`src/rtl/video_frame_meter.sv`:
```
// rtl/video_frame_meter.sv - pixel stream receive checker: per-frame width/height/checksum and protocol errors
// Inputs are registered once; the FSM runs on those samples and their previous values.
module video_frame_meter #(
   parameter int PIXEL_WIDTH = 8,
   parameter int CNT_WIDTH   = 16,
   parameter int SUM_WIDTH   = 32
) (
   input  logic                   clk,
   input  logic                   rst,
   input  logic [PIXEL_WIDTH-1:0] di_i,
   input  logic                   de_i,
   input  logic                   hs_i,
   input  logic                   vs_i,
   output logic [CNT_WIDTH-1:0]   frame_w_o,
   output logic [CNT_WIDTH-1:0]   frame_h_o,
   output logic [SUM_WIDTH-1:0]   frame_sum_o,
   output logic [CNT_WIDTH-1:0]   frame_cnt_o,
   output logic                   err_width_o,
   output logic                   err_blank_o,
   output logic                   frame_done_o
);

   localparam logic [1:0] ST_IDLE  = 2'd0;
   localparam logic [1:0] ST_BLANK = 2'd1;
   localparam logic [1:0] ST_LINE  = 2'd2;
   localparam logic [CNT_WIDTH-1:0] CNT_MAX = '1;

   logic [1:0]             state_q, state_d;
   logic                   hs_q, hs_d, vs_q, vs_d, de_q, de_d;
   logic [PIXEL_WIDTH-1:0] di_q, di_d;
   logic                   hs_prev_q, hs_prev_d, vs_prev_q, vs_prev_d;
   logic [CNT_WIDTH-1:0]   pix_cnt_q, pix_cnt_d, line_cnt_q, line_cnt_d, ref_w_q, ref_w_d;
   logic                   first_line_q, first_line_d;
   logic [SUM_WIDTH-1:0]   sum_q, sum_d;
   logic                   err_width_q, err_width_d, err_blank_q, err_blank_d;
   logic [CNT_WIDTH-1:0]   frame_w_q, frame_w_d, frame_h_q, frame_h_d, frame_cnt_q, frame_cnt_d;
   logic [SUM_WIDTH-1:0]   frame_sum_q, frame_sum_d;
   logic                   out_err_width_q, out_err_width_d, out_err_blank_q, out_err_blank_d;
   logic                   frame_done_q, frame_done_d;

   logic                   vs_rise, vs_fall, hs_rise, hs_fall, line_end, frame_end;
   logic [CNT_WIDTH-1:0]   pix_eff;
   logic [SUM_WIDTH-1:0]   di_ext;

   function automatic logic [CNT_WIDTH-1:0] sat_inc(input logic [CNT_WIDTH-1:0] v);
      return (v == CNT_MAX) ? v : v + CNT_WIDTH'(1);
   endfunction

   always_comb begin
      hs_d            = hs_i;
      vs_d            = vs_i;
      de_d            = de_i;
      di_d            = di_i;
      hs_prev_d       = hs_q;
      vs_prev_d       = vs_q;
      state_d         = state_q;
      pix_cnt_d       = pix_cnt_q;
      line_cnt_d      = line_cnt_q;
      ref_w_d         = ref_w_q;
      first_line_d    = first_line_q;
      sum_d           = sum_q;
      err_width_d     = err_width_q;
      err_blank_d     = err_blank_q;
      frame_w_d       = frame_w_q;
      frame_h_d       = frame_h_q;
      frame_sum_d     = frame_sum_q;
      frame_cnt_d     = frame_cnt_q;
      out_err_width_d = out_err_width_q;
      out_err_blank_d = out_err_blank_q;
      frame_done_d    = 1'b0;
      vs_rise         = vs_q & ~vs_prev_q;
      vs_fall         = ~vs_q & vs_prev_q;
      hs_rise         = hs_q & ~hs_prev_q;
      hs_fall         = ~hs_q & hs_prev_q;
      line_end        = 1'b0;
      frame_end       = 1'b0;
      pix_eff         = pix_cnt_q;
      di_ext          = {{(SUM_WIDTH-PIXEL_WIDTH){1'b0}}, di_q};

      case (state_q)
         ST_IDLE: begin
            // A stray pixel outside a frame is charged to the frame that follows
            if (de_q) err_blank_d = 1'b1;
            if (vs_rise) begin
               pix_cnt_d    = '0;
               line_cnt_d   = '0;
               ref_w_d      = '0;
               first_line_d = 1'b0;
               sum_d        = '0;
               err_width_d  = 1'b0;
               state_d      = ST_BLANK;
            end
         end
         ST_BLANK: begin
            if (vs_fall) begin
               frame_end = 1'b1;
            end else if (hs_fall) begin
               pix_cnt_d = de_q ? CNT_WIDTH'(1) : '0;
               if (de_q) sum_d = sum_q + di_ext;
               state_d = ST_LINE;
            end else if (de_q) begin
               err_blank_d = 1'b1;
            end
         end
         ST_LINE: begin
            if (vs_fall) begin
               line_end  = 1'b1;
               frame_end = 1'b1;
            end else begin
               if (de_q) begin
                  pix_eff   = sat_inc(pix_cnt_q);
                  pix_cnt_d = pix_eff;
                  sum_d     = sum_q + di_ext;
               end
               if (hs_rise) begin
                  line_end = 1'b1;
                  state_d  = ST_BLANK;
               end
            end
         end
         default: state_d = ST_IDLE;
      endcase

      if (line_end && pix_eff != '0) begin
         line_cnt_d = sat_inc(line_cnt_q);
         if (!first_line_q) begin
            ref_w_d      = pix_eff;
            first_line_d = 1'b1;
         end else if (pix_eff != ref_w_q) begin
            err_width_d = 1'b1;
         end
      end

      // Frame end sees the line-end results of the same sample
      if (frame_end) begin
         frame_w_d       = ref_w_d;
         frame_h_d       = line_cnt_d;
         frame_sum_d     = sum_d;
         out_err_width_d = err_width_d;
         out_err_blank_d = err_blank_d;
         frame_cnt_d     = sat_inc(frame_cnt_q);
         frame_done_d    = 1'b1;
         err_blank_d     = de_q;
         state_d         = ST_IDLE;
      end
   end

   always_ff @(posedge clk or posedge rst) begin
      if (rst) begin
         state_q         <= ST_IDLE;
         hs_q            <= 1'b1;
         vs_q            <= 1'b0;
         de_q            <= 1'b0;
         di_q            <= '0;
         hs_prev_q       <= 1'b1;
         vs_prev_q       <= 1'b0;
         pix_cnt_q       <= '0;
         line_cnt_q      <= '0;
         ref_w_q         <= '0;
         first_line_q    <= 1'b0;
         sum_q           <= '0;
         err_width_q     <= 1'b0;
         err_blank_q     <= 1'b0;
         frame_w_q       <= '0;
         frame_h_q       <= '0;
         frame_sum_q     <= '0;
         frame_cnt_q     <= '0;
         out_err_width_q <= 1'b0;
         out_err_blank_q <= 1'b0;
         frame_done_q    <= 1'b0;
      end else begin
         state_q         <= state_d;
         hs_q            <= hs_d;
         vs_q            <= vs_d;
         de_q            <= de_d;
         di_q            <= di_d;
         hs_prev_q       <= hs_prev_d;
         vs_prev_q       <= vs_prev_d;
         pix_cnt_q       <= pix_cnt_d;
         line_cnt_q      <= line_cnt_d;
         ref_w_q         <= ref_w_d;
         first_line_q    <= first_line_d;
         sum_q           <= sum_d;
         err_width_q     <= err_width_d;
         err_blank_q     <= err_blank_d;
         frame_w_q       <= frame_w_d;
         frame_h_q       <= frame_h_d;
         frame_sum_q     <= frame_sum_d;
         frame_cnt_q     <= frame_cnt_d;
         out_err_width_q <= out_err_width_d;
         out_err_blank_q <= out_err_blank_d;
         frame_done_q    <= frame_done_d;
      end
   end

   assign frame_w_o    = frame_w_q;
   assign frame_h_o    = frame_h_q;
   assign frame_sum_o  = frame_sum_q;
   assign frame_cnt_o  = frame_cnt_q;
   assign err_width_o  = out_err_width_q;
   assign err_blank_o  = out_err_blank_q;
   assign frame_done_o = frame_done_q;

endmodule

```
`config.mk`:
```
export PLATFORM = sky130hd
export DESIGN_NAME = video_frame_meter
export DESIGN_NICKNAME = d
export VERILOG_FILES = /design/src/rtl/video_frame_meter.sv
export SDC_FILE = /design/constraint.sdc
export NUM_CORES = 1
export LEC_CHECK = 0
export CELL_PAD_IN_SITES_DETAIL_PLACEMENT = 1
export CELL_PAD_IN_SITES_GLOBAL_PLACEMENT = 2
export CORE_MARGIN = 2
export CORE_UTILIZATION = 39
export DETAILED_ROUTE_END_ITERATION = 7
export PLACE_DENSITY_LB_ADDON = 0.1
export SLEW_MARGIN = 20
export SYNTH_ARGS = -nofsm -noshare
export SYNTH_HDL_FRONTEND = slang
export SYNTH_SLANG_ARGS = --single-unit
```
`constraint.sdc`:
```
create_clock -name clk -period 13.9 [get_ports clk]
set_input_delay 1.39 -clock clk [delete_from_list [all_inputs] [get_ports clk]]
set_output_delay 1.39 -clock clk [all_outputs]
set_load 0.005 [all_outputs]
```
==> flow_metrics.py, run 1 <==
metrics = {
    "worst_hold_path": {
        "min_to": "hs_prev_q",
        "hold_path.class": "reg -> reg",
        "hold_depth": 0,
        "min-delay-start": "hs_prev_d",
    },
    "routing": {
        "drt_wl_total_um": 28190,
        "drc": 0,
        "drt_iter0_drc": 422,
        "firstDrtPassIters": 4,
        "antenna_left": 0,
        "via_per_inst": 5.696,
        "vias": 8134,
        "post_drt_wl_per_cell_um": 19.74,
    },
    "setup_path": {
        "critPathMostFrequentCell": "nor2_1",
        "critical_path.top_delay_family": "simple AND/OR/NAND/NOR gates",
        "cp_max_fo": 20,
        "reg2reg_from": "state_q[0]",
        "rrSetupSlack_ns": 9.49,
        "end_kind": "register",
        "crit_chain": "inv_1 > ha_1 > and2_0 > nand2_1 > nor2_1 > a41oi_1 > and4bb_4 > a31oi_1 > buf_4 > nor2_1 > o21ai_0",
        "cp_num_buf_inv": 2,
        "critPathKind": "reg -> reg",
        "required_ns": 14.18,
        "start_kind": "register",
        "ff2ff_path_depth": 11,
        "crit_arrival_ns": 4.70,
        "critPathMaxStageDelay_ns": 0.68,
        "slowest_stage": "nor2_1",
        "r2r-end": "line_cnt_q[0]",
    },
    "synthesis": {
        "ys.flop_type": "dfrtp_1",
        "seq_area_frac_synth_pct": 46.73,
        "synth_edf_count": 0,
        "synthesis.area_sq_mm": 0.009698,
        "ys_ff_latch": 181,
        "netlist_instances": 1033,
        "ys_warn_count": 0,
        "synth_cell_type_count": 82,
        "syn_nets": 1063,
        "async_flop_share_pct": 100.0,
        "syn_avg_cell_area_sq_um": 9.388,
    },
    "floorplan": {
        "start_util_pct": 39.76,
        "num_rows": 57,
        "die_height_um": 161.7,
        "core_area_sq_mm": 0.02439,
        "io-pin-count": 96,
        "fp.dieArea_sq_mm": 0.02614,
        "die_w_um": 161.7,
    },
    "layout": {
        "diodes": 0,
        "syn_to_final_growth_pct": 18.40,
        "drive_above_1_share_pct": 7.971,
        "finalNetCount": 1121,
        "fin_area_sq_mm": 0.01148,
    },
    "cts": {
        "cts_num_sinks": 181,
        "clk_pin_slew_worst_paths_ns": 0.08,
        "htreeDepth": 4,
        "cts_resized": 0,
        "root_buffer": "clkbuf_16",
        "hold_buffers": 0,
        "post_cts_buffers": 0,
        "cts_tree": "built",
        "cts_buffers": 17,
        "worst_skew_pair.late_latency_ns": 0.45,
        "ctsLongestPathBuffers": 2,
    },
    "placement": {
        "port-buffer-count": 95,
        "gp_congestion": 0.8750,
        "placed_cell_area_sq_mm": 0.01085,
        "hpwl_um": 19690,
    },
    "sta": {
        "final_hold_viol_count": 0,
        "worst_slew_pin_slew_ns": 0.9588,
        "max_slew_margin_pct": 35.84,
        "fin_crit_ns": 4.411,
        "finClkSkew_ns": 0.01586,
        "tns_ns": 0,
        "final-setup-viol-count": 0,
        "rsz0062_at_grt": "false",
        "slew_viol_final": 0,
        "max_freq_ghz": 0.2267,
        "period_share_pct": 31.74,
    },
    "global_route": {
        "grt_pass1_wl_um": 46740,
        "antenna_found_initial": 0,
        "gr-total-overflow": 0,
        "use_met1_pct": 30.61,
        "use_met3_pct": 2.809,
        "grt_max_degree": 121,
        "grt.busiest_layer": "met2",
        "grt_util_all_layers_pct": 22.47,
        "use_met2_pct": 37.49,
        "grt_pass1_vias": 8467,
    },
    "run_status": {
        "status": "finished clean",
    },
    "power": {
        "vdd_ir_drop_max_uv": 66.84,
        "p_total_uw": 1639,
        "p_per_area_mw_per_mm2": 142.7,
        "p_leak_uw": 0.004840,
    },
    "flow_run": {
        "max_cap_violations": 0,
    },
}
-- worst register-to-register path, stage by stage, from the launching register on --
cell,delay (ns)
dfrtp_1,0.43
inv_1,0.11
ha_1,0.58
and2_0,0.37
nand2_1,0.35
nor2_1,0.57
a41oi_1,0.20
and4bb_4,0.41
a31oi_1,0.10
buf_4,0.21
nor2_1,0.68
o21ai_0,0.24
-- power by group --
part / internal, uW / switching [uW] / total, uW / leakage (uW)
Combinational: 192 / 284 / 476 / 0.00209
Clock: 277 / 248 / 525 / 0.000308
Sequential: 588 / 49.8 / 638 / 0.00244
-- layout make-up --
cell class                 count  area, sq um
timing repair buffer         102         1003
inverter                      35        138.9
clock inverter                15        209.0
multi-input combinational    754         4768
tap                          324        405.4
fill                        2826        12910
sequential                   181         4532
clock buffer                  17        425.4
-- stage by stage --
step           hold WS, ns  std cells  util, %  setup slack [ns]
2_1_floorplan       0.3648       1033        -             7.598
3_3_place_gp        0.3756       1396    44.48             9.741
3_5_place_dp        0.3757       1396    44.48             9.464
4_1_cts             0.3882       1428    47.08             9.464
5_1_grt             0.4005       1428    47.08             8.945
6_report            0.3857       1428    47.08             9.489
-- worst max path at each step --
stage,startpoint,to,slack (ns),cells past startpoint
2_1_floorplan,rst,de_q,7.60,1
3_3_place_gp,state_q[0],line_cnt_q[5],9.74,11
3_5_place_dp,state_q[0],line_cnt_q[4],9.46,11
4_1_cts,state_q[0],line_cnt_q[0],9.46,11
5_1_grt,state_q[0],line_cnt_q[0],8.95,11
6_report,state_q[0],line_cnt_q[0],9.49,11
-- routing by layer --
metal	up-vias	share of wire [%]	routed length, um
met5	-	0	0
met4	0	2.1	584
met3	33	2.9	828
met2	152	48	13600
met1	4084	47	13170
li1	3865	-	-
-- Yosys cell counts (7+ instances only) --
cell | count | area, sq um
mux2_2 | 24 | 270.3
or3_1 | 7 | 43.79
inv_1 | 34 | 127.6
o21ai_0 | 85 | 425.4
xnor2_1 | 29 | 254.0
a21oi_1 | 41 | 205.2
xor2_1 | 13 | 113.9
and2_1 | 7 | 43.79
a31oi_1 | 34 | 212.7
nand2_1 | 136 | 510.5
clkbuf_1 | 46 | 172.7
nand4_1 | 20 | 125.1
nor4_1 | 8 | 50.05
dfrtp_1 | 179 | 4479
nor2_1 | 65 | 244.0
and3_1 | 18 | 112.6
a21o_1 | 12 | 90.09
ha_1 | 16 | 200.2
nand2b_1 | 10 | 62.56
or4_1 | 9 | 67.56
nor3_1 | 21 | 105.1
buf_2 | 12 | 60.06
o31ai_1 | 27 | 202.7
nand3_1 | 46 | 230.2
and4_1 | 12 | 105.1
mux2i_1 | 16 | 160.2
-- cells in the final DEF (no fill, tap or decap), types with 5 or more instances in the layout --
cell               n
mux2i_1           16
nor4_1             8
inv_6              5
dfrtp_1          179
nor2_1            65
inv_1             33
nor2b_1            6
or4_1              9
nor3_1            20
a21o_1            12
ha_1              16
nand4_1           20
and2_1             7
o21a_1             5
nand2b_1          10
xor2_1            13
buf_4              7
nand3_1           46
xnor2_1           29
mux2_2            24
nand2_1          135
clkbuf_16         17
or3_1              7
a21oi_1           41
o31ai_1           27
a22o_1             5
clkdlybuf4s50_1   95
a31oi_1           34
a41oi_1            6
o21ai_0           85
and4_1            12
and3_1            18
-- state kept, by name, indices dropped and copies added (netlist names), 2 cells and up --
register and count:
pix_cnt_q 16, frame_h_o 16, frame_sum_o 32, sum_q 32
line_cnt_q 16, ref_w_q 16, di_q 8, frame_cnt_o 16
frame_w_o 16, state_q 2
-- cell families after synthesis --
family                     count (synthesis)  synth area share, %
DFF                                      181                46.73
AOI/OAI and AO/OA                        266                17.96
buffers and inverters                     98                4.180
muxes                                     40                4.438
adders and majority gates                 17                2.271
xor gates and xnor gates                  44                4.257
and+or+nand+nor                          387                20.17
Power figures use the tool's default switching activity.
==> run 2, diff against run 1 <==
CORE_UTILIZATION = 36   (was 39)
clock period = 4.3 ns   (was 13.9 ns; I/O delays follow)
==> flow_metrics.py, run 2 (synthesis results as in run 1) <==
metrics = {
    "power": {
        "vdd_ir_drop_max_uv": 253.1,
        "p_per_area_mw_per_mm2": 451.2,
        "p_leak_uw": 0.004888,
        "clkPwrFrac_pct": 30.5,
        "net-switching-power_uw": 1900,
        "combPwrFrac_pct": 30.0,
        "p_int_uw": 3321,
        "p_sw_share_pct": 36.39,
        "seqPwrFrac_pct": 39.5,
    },
    "cts": {
        "hold_buffers": 0,
        "post_cts_buffers": 0,
        "htreeDepth": 4,
        "cts_buffers": 17,
        "ctsLongestPathBuffers": 2,
        "cts_resized": 0,
        "clk_pin_slew_worst_paths_ns": 0.08,
        "root_buffer": "clkbuf_16",
        "cts_tree": "built",
        "cts_num_sinks": 181,
        "worst_skew_pair.late_latency_ns": 0.45,
    },
    "floorplan": {
        "fp.dieArea_sq_mm": 0.02827,
        "start_util_pct": 36.29,
        "io-pin-count": 96,
        "die_height_um": 168.1,
        "die_w_um": 168.1,
        "num_rows": 60,
        "core_area_sq_mm": 0.02673,
    },
    "routing": {
        "via_per_inst": 5.602,
        "vias": 8174,
        "antenna_left": 0,
        "post_drt_wl_per_cell_um": 19.96,
        "drt_wl_total_um": 29120,
        "drt_iter0_drc": 526,
        "drc": 0,
        "firstDrtPassIters": 5,
    },
    "layout": {
        "drive_above_1_share_pct": 8.945,
        "fin_area_sq_mm": 0.01157,
        "finalNetCount": 1135,
        "syn_to_final_growth_pct": 19.31,
        "diodes": 0,
        "post-route-util_pct": 43.30,
        "layout_commonest_cell": "dfrtp_1",
        "final_cell_mix": "dfrtp_1, nand2_1, clkdlybuf4s50_1, o21ai_0, nor2_1",
    },
    "placement": {
        "placed_cell_area_sq_mm": 0.01099,
        "gp_congestion": 0.8614,
        "hpwl_um": 20690,
        "port-buffer-count": 95,
    },
    "setup_path": {
        "start_kind": "register",
        "end_kind": "register",
        "crit_arrival_ns": 4.29,
        "cp_max_fo": 17,
        "rrSetupSlack_ns": 0.33,
        "required_ns": 4.62,
        "critPathKind": "reg -> reg",
    },
    "sta": {
        "hold_ws_ns": 0.3864,
        "max_slew_margin_pct": 29.17,
        "period_share_pct": 92.35,
        "max_freq_ghz": 0.2518,
        "rsz0062_at_grt": "false",
        "final_hold_viol_count": 0,
        "final-setup-viol-count": 0,
        "finClkSkew_ns": 0.01758,
        "tns_ns": 0,
        "fin_crit_ns": 3.971,
        "slew_viol_final": 0,
        "worst_slew_pin_slew_ns": 1.059,
    },
    "global_route": {
        "grt_pass1_vias": 8658,
        "grt_max_degree": 144,
        "antenna_found_initial": 0,
        "grt_pass1_wl_um": 48260,
        "grt_util_all_layers_pct": 21.47,
        "gr-total-overflow": 0,
    },
    "flow_run": {
        "max_cap_violations": 0,
    },
    "worst_hold_path": {
        "hold_path.class": "reg -> reg",
    },
    "run_status": {
        "status": "finished clean",
    },
}
==> run 2: changes by cell type in the layout (fill, tap and decap cells not counted) <==
cell        previous run  this run
buf_12                 0         2
buf_4                  7        19
bufinv_16              2         0
clkbuf_1               0         1
clkinv_8               4         2
clkinvlp_4             0         2
inv_6                  5         3
inv_8                  3         6
nor3_1                20        21
nor3_2                 1         0
==> run 2: stage by stage <==
step           total power, uW  setup slack (ns)  instances
3_5_place_dp              3685            0.3269       1427
4_1_cts                   5305            0.3253       1459
5_1_grt                   5546          0.004651       1459
2_1_floorplan             3008             1.114       1033
3_3_place_gp              3664            0.5147       1427
6_report                  5221            0.3291       1459
==> run 2: power groups by stage <==
stage | Combinational, uW | Sequential (uW) | Clock, uW
2_1_floorplan | 947 | 2060 | 0
3_3_place_gp | 1570 | 2090 | 0
3_5_place_dp | 1590 | 2090 | 0
4_1_cts | 1600 | 2060 | 1640
5_1_grt | 1760 | 2090 | 1700
6_report | 1570 | 2060 | 1590
==> run 2: final cells by class <==
class	count	area (sq um)
clock buffers	18	429.2
clock inverters	14	151.4
well taps	341	426.7
fillers	3034	15150
repair buffers	116	1134
flip-flops and latches	181	4532
inverters	35	135.1
multi-input cells	754	4763
==> run 2: path summary, 6_finish.rpt <==
kind / from / endpoint / cells after the start
max: pix_cnt_q[0] / frame_w_o[9] / 9
min: hs_prev_d / hs_prev_q / 0
max reg2reg: pix_cnt_q[0] / frame_w_o[9] / 9
min reg2reg: hs_prev_d / hs_prev_q / 0
max in group asynchronous: rst / line_cnt_q[6] / 3
min in group asynchronous: rst / frame_sum_o[0] / 3
==> run 2: worst max-delay path, cell delays in order, from the launching register on <==
cell	delay [ns]
dfrtp_1	0.58
ha_1	0.40
nand4_2	0.26
nor4_4	0.60
nor2_1	0.22
a32oi_1	0.24
and4bb_4	0.28
a31oi_4	0.72
o22ai_1	0.23
mux2_2	0.32
==> run 2: routing by layer <==
layer	vias up	part of all wire [%]	wire length, um	track usage, %
li1	3884	-	-	-
met1	4109	47	13660	28.70
met2	141	48	14010	35.88
met3	40	2.6	750	3.268
met4	0	2.4	704	7.009
met5	-	0	0	0
==> run 3, diff against run 2 <==
CORE_MARGIN = 4   (was 2)
==> flow_metrics.py, run 3 (synthesis results as in run 1) <==
metrics = {
    "cts": {
        "cts_tree": "built",
        "root_buffer": "clkbuf_16",
        "clk_pin_slew_worst_paths_ns": 0.09,
        "htreeDepth": 4,
        "hold_buffers": 0,
        "cts_resized": 0,
        "ctsLongestPathBuffers": 2,
        "cts_num_sinks": 181,
        "post_cts_buffers": 0,
        "cts_buffers": 17,
        "worst_skew_pair.late_latency_ns": 0.45,
    },
    "routing": {
        "via_per_inst": 5.523,
        "post_drt_wl_per_cell_um": 19.85,
        "drt_wl_total_um": 28940,
        "firstDrtPassIters": 6,
        "drc": 0,
        "drt_iter0_drc": 367,
        "antenna_left": 0,
        "vias": 8053,
    },
    "sta": {
        "rsz0062_at_grt": "false",
        "worst_slew_pin_slew_ns": 0.9285,
        "slew_viol_final": 0,
        "max_freq_ghz": 0.2575,
        "tns_ns": 0,
        "fin_crit_ns": 3.884,
        "hold_ws_ns": 0.2496,
        "max_slew_margin_pct": 37.91,
        "period_share_pct": 90.33,
        "final_hold_viol_count": 0,
        "final-setup-viol-count": 0,
        "finClkSkew_ns": 0.01463,
        "fin_ws_ns": 0.4159,
    },
    "global_route": {
        "grt_util_all_layers_pct": 20.23,
        "gr-total-overflow": 0,
        "grt_max_degree": 92,
        "grt_pass1_wl_um": 47750,
        "antenna_found_initial": 0,
        "grt_pass1_vias": 8563,
    },
    "setup_path": {
        "required_ns": 4.63,
        "start_kind": "register",
        "crit_chain": "ha_1 > nand4_2 > nor4_1 > and4b_1 > nor2_1 > a2111oi_4 > a31o_1 > a211oi_1 > a21o_1",
        "reg2reg_from": "pix_cnt_q[0]",
        "critPathMaxStageDelay_ns": 0.71,
        "end_kind": "register",
        "slowest_stage": "nor4_1",
        "cp_num_buf_inv": 0,
        "cp_max_fo": 21,
        "crit_arrival_ns": 4.21,
        "rrSetupSlack_ns": 0.42,
        "r2r-end": "line_cnt_q[11]",
        "critPathKind": "reg -> reg",
        "critical_path.top_delay_family": "compound AO/OA/AOI/OAI gates",
        "ff2ff_path_depth": 9,
    },
    "layout": {
        "drive_above_1_share_pct": 9.350,
        "syn_to_final_growth_pct": 19.80,
        "diodes": 0,
        "final_cell_mix": "dfrtp_1, nand2_1, clkdlybuf4s50_1, o21ai_0, nor2_1",
        "finalNetCount": 1140,
        "layout_commonest_cell": "dfrtp_1",
        "post-route-util_pct": 44.21,
    },
    "power": {
        "p_leak_uw": 0.004924,
        "vdd_ir_drop_max_uv": 228.6,
        "p_per_area_mw_per_mm2": 448.4,
    },
    "floorplan": {
        "num_rows": 59,
        "fp.dieArea_sq_mm": 0.02963,
        "core_area_sq_mm": 0.02628,
        "start_util_pct": 36.90,
        "io-pin-count": 96,
        "die_w_um": 172.1,
        "die_height_um": 172.1,
    },
    "placement": {
        "dp_slack_ns": 0.4623,
        "port-buffer-count": 95,
        "gp_congestion": 0.8638,
        "hpwl_um": 21090,
    },
    "worst_hold_path": {
        "hold_path.class": "in -> async",
    },
    "flow_run": {
        "max_cap_violations": 0,
    },
    "run_status": {
        "status": "finished clean",
    },
}
==> run 3: cell types whose count changed in the layout (fill, tap and decap cells not counted), sizes merged <==
| cell | previous run | this run |
|---|---|---|
| clkinvlp | 2 | 1 |
| buf | 21 | 26 |
| clkinv | 4 | 6 |
| inv | 43 | 42 |
==> run 3: per-stage QoR <==
step / cell area [sq um] / instances / power, uW
floorplan: 9702 / 1033 / 3008
global placement: 11030 / 1426 / 3663
detailed placement: 11030 / 1426 / 3678
CTS: 11620 / 1458 / 5304
global route: 11620 / 1458 / 5551
finish: 11620 / 1458 / 5210
==> run 3: worst max-delay path by stage <==
| stage | from | end | slack [ns] | depth (start not counted) |
|---|---|---|---|---|
| 6_report | pix_cnt_q[0] | line_cnt_q[11] | 0.42 | 9 |
| 5_1_grt | pix_cnt_q[0] | line_cnt_q[4] | 0.15 | 9 |
| 4_1_cts | pix_cnt_q[0] | line_cnt_q[11] | 0.43 | 9 |
| 3_5_place_dp | pix_cnt_q[0] | frame_h_o[0] | 0.46 | 9 |
| 3_3_place_gp | pix_cnt_q[0] | frame_h_o[3] | 0.48 | 9 |
| 2_1_floorplan | state_q[0] | frame_h_o[3] | 1.11 | 11 |
==> run 3: per-layer routing <==
metal,share of wire (%),track usage (%),vias up,routed length [um]
met1,47,27.18,4026,13720
met5,0,0,-,0
met2,50,34.85,97,14370
met3,1.7,2.515,25,483
li1,-,-,3905,-
met4,1.3,5.058,0,364
==> run 3: area by class of cell <==
class	count	area, sq um
flip-flops and latches	181	4532
clock buffers	18	429.2
repair buffers	121	1184
inverters	35	135.1
fillers	3046	14660
well taps	335	419.2
multi-input cells	754	4763
clock inverters	14	156.4
==> run 3: power breakdown <==
part	internal (uW)	switching (uW)	total, uW
clock	783	797	1580
sequential	1900	158	2060
combinational	649	923	1570
==> run 3: worst register-to-register path, delay by kind of cell (launching register included) <==
kind | cells | cell delay, ns
simple gates | 4 | 1.38
fa+ha+maj | 1 | 0.25
compound gates | 4 | 1.58
flops | 1 | 0.57
